==> config.mk <==
export PLATFORM = sky130hd
export DESIGN_NAME = mini_alu_core
export DESIGN_NICKNAME = d
export VERILOG_FILES = /design/src/rtl/mini_alu_core.sv
export SDC_FILE = /design/constraint.sdc
export NUM_CORES = 1
export LEC_CHECK = 0
export ABC_AREA = 1
export CORE_MARGIN = 3
export CORE_UTILIZATION = 45
export DETAILED_ROUTE_END_ITERATION = 8
export HOLD_SLACK_MARGIN = 0.1
export PLACE_DENSITY_LB_ADDON = 0.12
export SYNTH_ARGS = -nofsm -noshare
export SYNTH_HDL_FRONTEND = slang
export SYNTH_SLANG_ARGS = --single-unit
==> constraint.sdc <==
create_clock -name Clock -period 16 [get_ports Clock]
set_clock_uncertainty 0.1 [all_clocks]
set_input_delay 3.2 -clock Clock [delete_from_list [all_inputs] [get_ports Clock]]
set_output_delay 3.2 -clock Clock [all_outputs]
set_load 0.02 [all_outputs]
==> src/rtl/mini_alu_core.sv <==
// mini_alu_core: two-stage (decode, execute) microcontroller core with a
// register file, return-address stack, and a ready/valid video RAM write port.
//
// Build option: define MINI_ALU_SMUL_EN to implement the SMUL multiplier;
// without it SMUL executes as a NOP and no multiplier is built.
//
// Ports:
//   Clock          system clock, all state on the rising edge
//   Reset          asynchronous active-high reset
//   oIP            instruction ROM address (combinational on taken branches)
//   iInstruction   ROM data for oIP: [27:24] op, [23:16] dst, [15:8] src1, [7:0] src0
//   oVramWrValid   video write request
//   iVramWrReady   video write accept
//   oVramWrAddr    {row, col} of the video write
//   oVramWrRGB     colour of the video write
//   oHalted        core is in HALT
//   oStackFault    sticky stack overflow/underflow flag
module mini_alu_core #(
   parameter int DATA_WIDTH     = 16,
   parameter int IP_WIDTH       = 16,
   parameter int REG_ADDR_WIDTH = 4,
   parameter int STACK_DEPTH    = 4,
   parameter int ROW_BITS       = 6,
   parameter int COL_BITS       = 7
) (
   input  logic                         Clock,
   input  logic                         Reset,
   output logic [IP_WIDTH-1:0]          oIP,
   input  logic [27:0]                  iInstruction,
   output logic                         oVramWrValid,
   input  logic                         iVramWrReady,
   output logic [ROW_BITS+COL_BITS-1:0] oVramWrAddr,
   output logic [2:0]                   oVramWrRGB,
   output logic                         oHalted,
   output logic                         oStackFault
);

   localparam int SP_W = $clog2(STACK_DEPTH + 1);

   typedef enum logic [3:0] {
      OP_NOP  = 4'd0,  OP_ADD = 4'd1,  OP_SUB = 4'd2,  OP_STO  = 4'd3,
      OP_BLE  = 4'd4,  OP_BEQ = 4'd5,  OP_JMP = 4'd6,  OP_SMUL = 4'd7,
      OP_CALL = 4'd8,  OP_RET = 4'd9,  OP_INC = 4'd10, OP_MOV  = 4'd11,
      OP_RGB  = 4'd12, OP_STC = 4'd13, OP_HLT = 4'd14
   } opcode_e;

   typedef enum logic [1:0] {S_RUN, S_STALL, S_HALT} state_e;

   state_e                  state;
   logic [27:0]             instr;
   logic [IP_WIDTH-1:0]     ip_q;
   logic [SP_W-1:0]         sp;
   logic [2:0]              colour;
   logic                    fault_q;
   logic [DATA_WIDTH-1:0]   regs  [2**REG_ADDR_WIDTH];
   // Sized to the pointer range so any pointer value is a legal index.
   logic [IP_WIDTH-1:0]     stack [2**SP_W];

   opcode_e                 op;
   logic [7:0]              dst, src1, src0;
   logic [DATA_WIDTH-1:0]   opa, opb, alu_res;
   logic                    alu_we, taken, fault, stack_full, stack_empty;
   logic [IP_WIDTH-1:0]     target, fetch_ip;
   logic [SP_W-1:0]         sp_top;

   assign op   = opcode_e'(instr[27:24]);
   assign dst  = instr[23:16];
   assign src1 = instr[15:8];
   assign src0 = instr[7:0];

   // Operands are read in the execute stage, after the previous instruction's
   // write has landed, so back-to-back dependencies see the new value.
   assign opa = regs[src1[REG_ADDR_WIDTH-1:0]];
   assign opb = regs[src0[REG_ADDR_WIDTH-1:0]];

   assign stack_full  = (sp == SP_W'(STACK_DEPTH));
   assign stack_empty = (sp == '0);
   assign sp_top      = sp - 1'b1;

   always_comb begin
      alu_we  = 1'b0;
      alu_res = '0;
      taken   = 1'b0;
      fault   = 1'b0;
      target  = IP_WIDTH'(dst);
      if (state == S_RUN) begin
         case (op)
            OP_ADD:  begin alu_we = 1'b1; alu_res = opa + opb; end
            OP_SUB:  begin alu_we = 1'b1; alu_res = opa - opb; end
`ifdef MINI_ALU_SMUL_EN
            // Low half of the full product equals the truncated product.
            OP_SMUL: begin alu_we = 1'b1; alu_res = opa * opb; end
`endif
            OP_INC:  begin alu_we = 1'b1; alu_res = opa + 1'b1; end
            OP_MOV:  begin alu_we = 1'b1; alu_res = opa; end
            OP_STO:  begin alu_we = 1'b1; alu_res = DATA_WIDTH'({src1, src0}); end
            OP_BLE:  taken = (opa <= opb);
            OP_BEQ:  taken = (opa == opb);
            OP_JMP:  taken = 1'b1;
            OP_CALL: if (stack_full) fault = 1'b1; else taken = 1'b1;
            OP_RET:  begin
               if (stack_empty) fault = 1'b1;
               else begin
                  taken  = 1'b1;
                  target = stack[sp_top];
               end
            end
            default: ;
         endcase
      end
      fetch_ip = taken ? target : ip_q;
   end

   assign oIP          = fetch_ip;
   assign oVramWrValid = (state != S_HALT) && (op == OP_STC);
   assign oVramWrAddr  = {opb[ROW_BITS-1:0], opa[COL_BITS-1:0]};
   assign oVramWrRGB   = colour;
   assign oHalted      = (state == S_HALT);
   assign oStackFault  = fault_q;

   always_ff @(posedge Clock or posedge Reset) begin
      if (Reset) begin
         state   <= S_RUN;
         instr   <= {OP_NOP, 24'd0};
         ip_q    <= '0;
         sp      <= '0;
         colour  <= '0;
         fault_q <= 1'b0;
         for (int unsigned i = 0; i < 2**REG_ADDR_WIDTH; i++) regs[i] <= '0;
      end else begin
         case (state)
            S_RUN: begin
               if (alu_we) regs[dst[REG_ADDR_WIDTH-1:0]] <= alu_res;
               if (op == OP_RGB) colour <= src1[2:0];
               if (op == OP_CALL && !stack_full) sp <= sp + 1'b1;
               if (op == OP_RET && !stack_empty) sp <= sp_top;
               // Entering HALT or STALL freezes the fetch address and decode.
               if (fault) begin
                  fault_q <= 1'b1;
                  state   <= S_HALT;
               end else if (op == OP_HLT) begin
                  state <= S_HALT;
               end else if (op == OP_STC && !iVramWrReady) begin
                  state <= S_STALL;
               end else begin
                  instr <= iInstruction;
                  ip_q  <= fetch_ip + 1'b1;
               end
            end
            S_STALL: begin
               if (iVramWrReady) begin
                  state <= S_RUN;
                  instr <= iInstruction;
                  ip_q  <= ip_q + 1'b1;
               end
            end
            default: ;
         endcase
      end
   end

   // Return addresses need no reset: the pointer alone defines valid entries.
   always_ff @(posedge Clock) begin
      if (state == S_RUN && op == OP_CALL && !stack_full) stack[sp] <= ip_q;
   end

endmodule

==> results.md <==
* Critical path, cell by cell: buf_4 -> buf_4 -> o21ai_0 -> a21oi_1 -> o22ai_1 -> o21ai_0 -> inv_1 -> ha_1 -> nand2_1 -> nor2_1 -> nand2_1 -> nor2_1 -> nand3_1 -> nand2_1 -> nor2_1 -> nand2_4 -> nand2_4 -> nand2_1 -> nand2_1 -> inv_1 -> clkdlybuf4s50_1
* Slew headroom at 0.113
* Core box area at 0.0520 mm2
* Die area at 0.0561 mm2
* Worst-path clk slew at 0.06 ns
* DR WL/cell at 21.8 um
* Final GP Congestion at 0.952
* Vias in the first global route at 20,000
* DRC Markers at 0
* Post-layout instance area at 0.0266 mm2
* IO Count at 66
* Mux cell area share after synthesis at 0.00793
* Mapped cell area at 0.0240 mm2
* Class of the worst hold path: reg -> reg
* Delay-heaviest family, CP: buffers and inverters
* Die Y-Extent at 237 um
* Worst hold slack at 0.375 ns
* Htree depth at 2
* CTS Root Buffer Type: clkbuf_16
* Synth Area in Adders at 0.0199
* Via Count at 22,000
* Synth Area in Compound Gates at 0.225
* Slowest cell on crit path: buf_4
* CTS buffer count at 48
* Drt via density at 5.93
* Hold_buf cts at 0
* Initial antenna violation count at 2
* Mapped Cells at 3,030
* Resize count post-CTS at 0
* Setup bufs post-CTS at 0
* WP data required at 12.70 ns
* Final period util at 0.613
* CP Class: reg -> out
* Synth Area in Simple Gates at 0.178
* Cell Area, Placed at 0.0250 mm2
* FF+latch area at 0.0116 mm2
* Worst Tran Pin Value at 1.33 ns
* Die width at 237 um
* Drt pass-1 iters at 6
* Crit-path max cell delay at 0.89 ns
* RSZ-0062 raised after global routing: false
* Largest family of logic cells by synthesized area: compound AO/OA/AOI/OAI gates
* Ys async rst share at 0.707
* Final Hold Viols at 0
* Highest attainable clock frequency at 102 MHz
* FF+latch count, synth at 437
* Post-DP HPWL at 49,600 um
* Share of cells above drive strength 1 at 0.0607
* MaxCap Viol Count at 0
* Multi-input gate area at 0.0105 mm2
* Clock latency on the worst-skew pair at 0.60 ns
* Starting Density at 0.461
* Post-detailed-route count of antenna-violating nets at 0
* WP data arrival at 6.50 ns
* N_diodes at 0
* Distinct cells, synth at 47
* CP Max Fanout at 103
* Ys Warns at 0
* Crit path capture type: output port
* Sum Neg Setup Slack at 0 ns
* WP buf/inv at 5
* Worst vdd ir at 0.000108 V
* Leakage power at 11.5 nW
* Grt ovf at 0
* FP Rows at 83
* CP dominant cell by count: nand2_1
* First-pass GRT wire length at 122,000 um
* CTS tree: done
* Worst setup SP type: register
* Minimum clock period at 9.80 ns
* Net count after synthesis at 3,098
* Synth Area in XOR/XNOR at 0.00365
* Final WL at 80,800 um
* EDFF count, synth at 128
* Largest net degree at the start of global routing at 117
* Area Overhead vs Synth at 11.0%
* Final setup viols at 0
* Clock Sink Count at 437
* Syn avg cell area at 7.91 um2
* Pwr dens at 237 mW/mm2
* Nets at 3,061
* Status: finished clean
* Final core utilization at 0.511
* Pins Over Slew Limit at 0
* Seq/Total Area, Yosys at 0.483
* Fillcell total at 4,939
* DRT iter0 DRCs at 2,662
* Total Routing Usage GR at 0.280
* PortBufs at 65
* Bufs on Longest Clock Path at 3
* Ys flop type: dfrtp_1
==> final timing paths <==
| path | from | end | slack [ns] | depth (start not counted) |
|---|---|---|---|---|
| min in group asynchronous | Reset | ip_q[7] | 3.09 | 2 |
| hold reg to reg | instr[20] | instr[20] | 0.37 | 2 |
| hold / removal | instr[20] | instr[20] | 0.37 | 2 |
| setup / recovery | instr[0] | oIP[4] | 6.20 | 21 |
| max in group asynchronous | Reset | instr[8] | 10.46 | 4 |
| setup reg to reg | instr[0] | regs[124] | 9.35 | 18 |
==> per-stage QoR <==
| stage | setup WS [ns] | std cells | power [mW] |
|---|---|---|---|
| after detailed placement | 6.92 | 3623 | 5.08 |
| final | 6.20 | 3712 | 6.30 |
| after floorplan | 4.16 | 3030 | 3.99 |
| after global placement | 7.04 | 3623 | 5.04 |
| after CTS | 6.29 | 3712 | 6.23 |
| after global routing | 5.73 | 3712 | 6.75 |
==> report_power, final <==
group	total, mW	internal [mW]	switching [mW]
clock	1.14	0.673	0.465
sequential	1.65	1.41	0.236
combinational	3.52	1.07	2.45
==> cell usage in the layout, fill, tap and decap left out, types with 5 or more instances in the layout <==
master           count
nand2_1            601
o21ai_0            576
dfrtp_1            304
inv_1              272
a21oi_1            271
nor2_1             230
nand3_1            161
edfxtp_1           128
clkdlybuf4s50_1     65
o221ai_1            51
clkbuf_16           48
o211ai_1            46
buf_4               42
ha_1                35
inv_2               23
mux2i_1             19
clkbuf_1            15
a22oi_1             13
nor2_2               9
clkinv_2             9
or2_2                8
o22ai_1              8
xor2_1               8
nor3_1               8
nand4_1              8
nor3_2               8
clkbuf_8             8
o21ai_1              6
bufinv_16            5
==> flip-flops by register name, summed over array words and instances, names as in the netlist <==
register / count
oStackFault: 1
state: 2
stack: 128
sp: 3
oVramWrRGB: 3
regs: 256
ip_q: 16
instr: 28
==> per-layer routing <==
layer,share of wire,GRT usage,wire (um)
met1,0.45,0.418,36400
met2,0.42,0.412,34300
met3,0.096,0.0551,7720
met4,0.030,0.0841,2390
met5,0,0,0
==> area by class of cell <==
type | instances | share of cell area
Clock buffer | 71 | 0.0514
Tap cell | 680 | 0.0320
Inverter | 296 | 0.0420
Clock inverter | 18 | 0.00875
Multi-Input combinational cell | 2103 | 0.394
Sequential cell | 437 | 0.436
Timing Repair Buffer | 107 | 0.0363
==> Yosys cell counts (3+ instances only) <==
cell type,n,share of area
buf_6,4,0.0019
o221ai_1,51,0.019
o22ai_1,8,0.0021
nor3_1,16,0.0033
o211ai_1,46,0.014
buf_2,67,0.014
nand3_1,162,0.034
o21ai_1,6,0.0013
o21bai_1,3,0.00094
buf_4,7,0.0022
dfrtp_1,309,0.32
buf_1,12,0.0019
edfxtp_1,128,0.16
nor2_4,3,0.0014
nand2_1,601,0.094
xor2_1,8,0.0029
a31oi_1,4,0.0010
nor2_2,9,0.0023
ha_1,35,0.018
a22oi_1,13,0.0041
o21ai_0,576,0.12
nor2_1,230,0.036
mux2i_1,19,0.0079
inv_2,20,0.0031
or2_2,8,0.0021
a21oi_1,271,0.057
clkbuf_1,103,0.016
nand4_1,8,0.0021
inv_1,275,0.043
==> cells by family after synthesis <==
| kind of cell | count (synthesis) |
|---|---|
| AO/OA/AOI/OAI | 992 |
| multiplexers | 19 |
| AND/OR/NAND/NOR | 1045 |
| buffers and inverters | 490 |
| adder cells (fa/ha/maj) | 37 |
| flip-flops | 437 |
| XOR/XNOR | 10 |
==> worst min-delay path: stages (launching register included) <==
cell and delay [ns]:
dfrtp_1 0.34, nand2_1 0.05, nand2_1 0.06
Power figures use the tool's default switching activity.
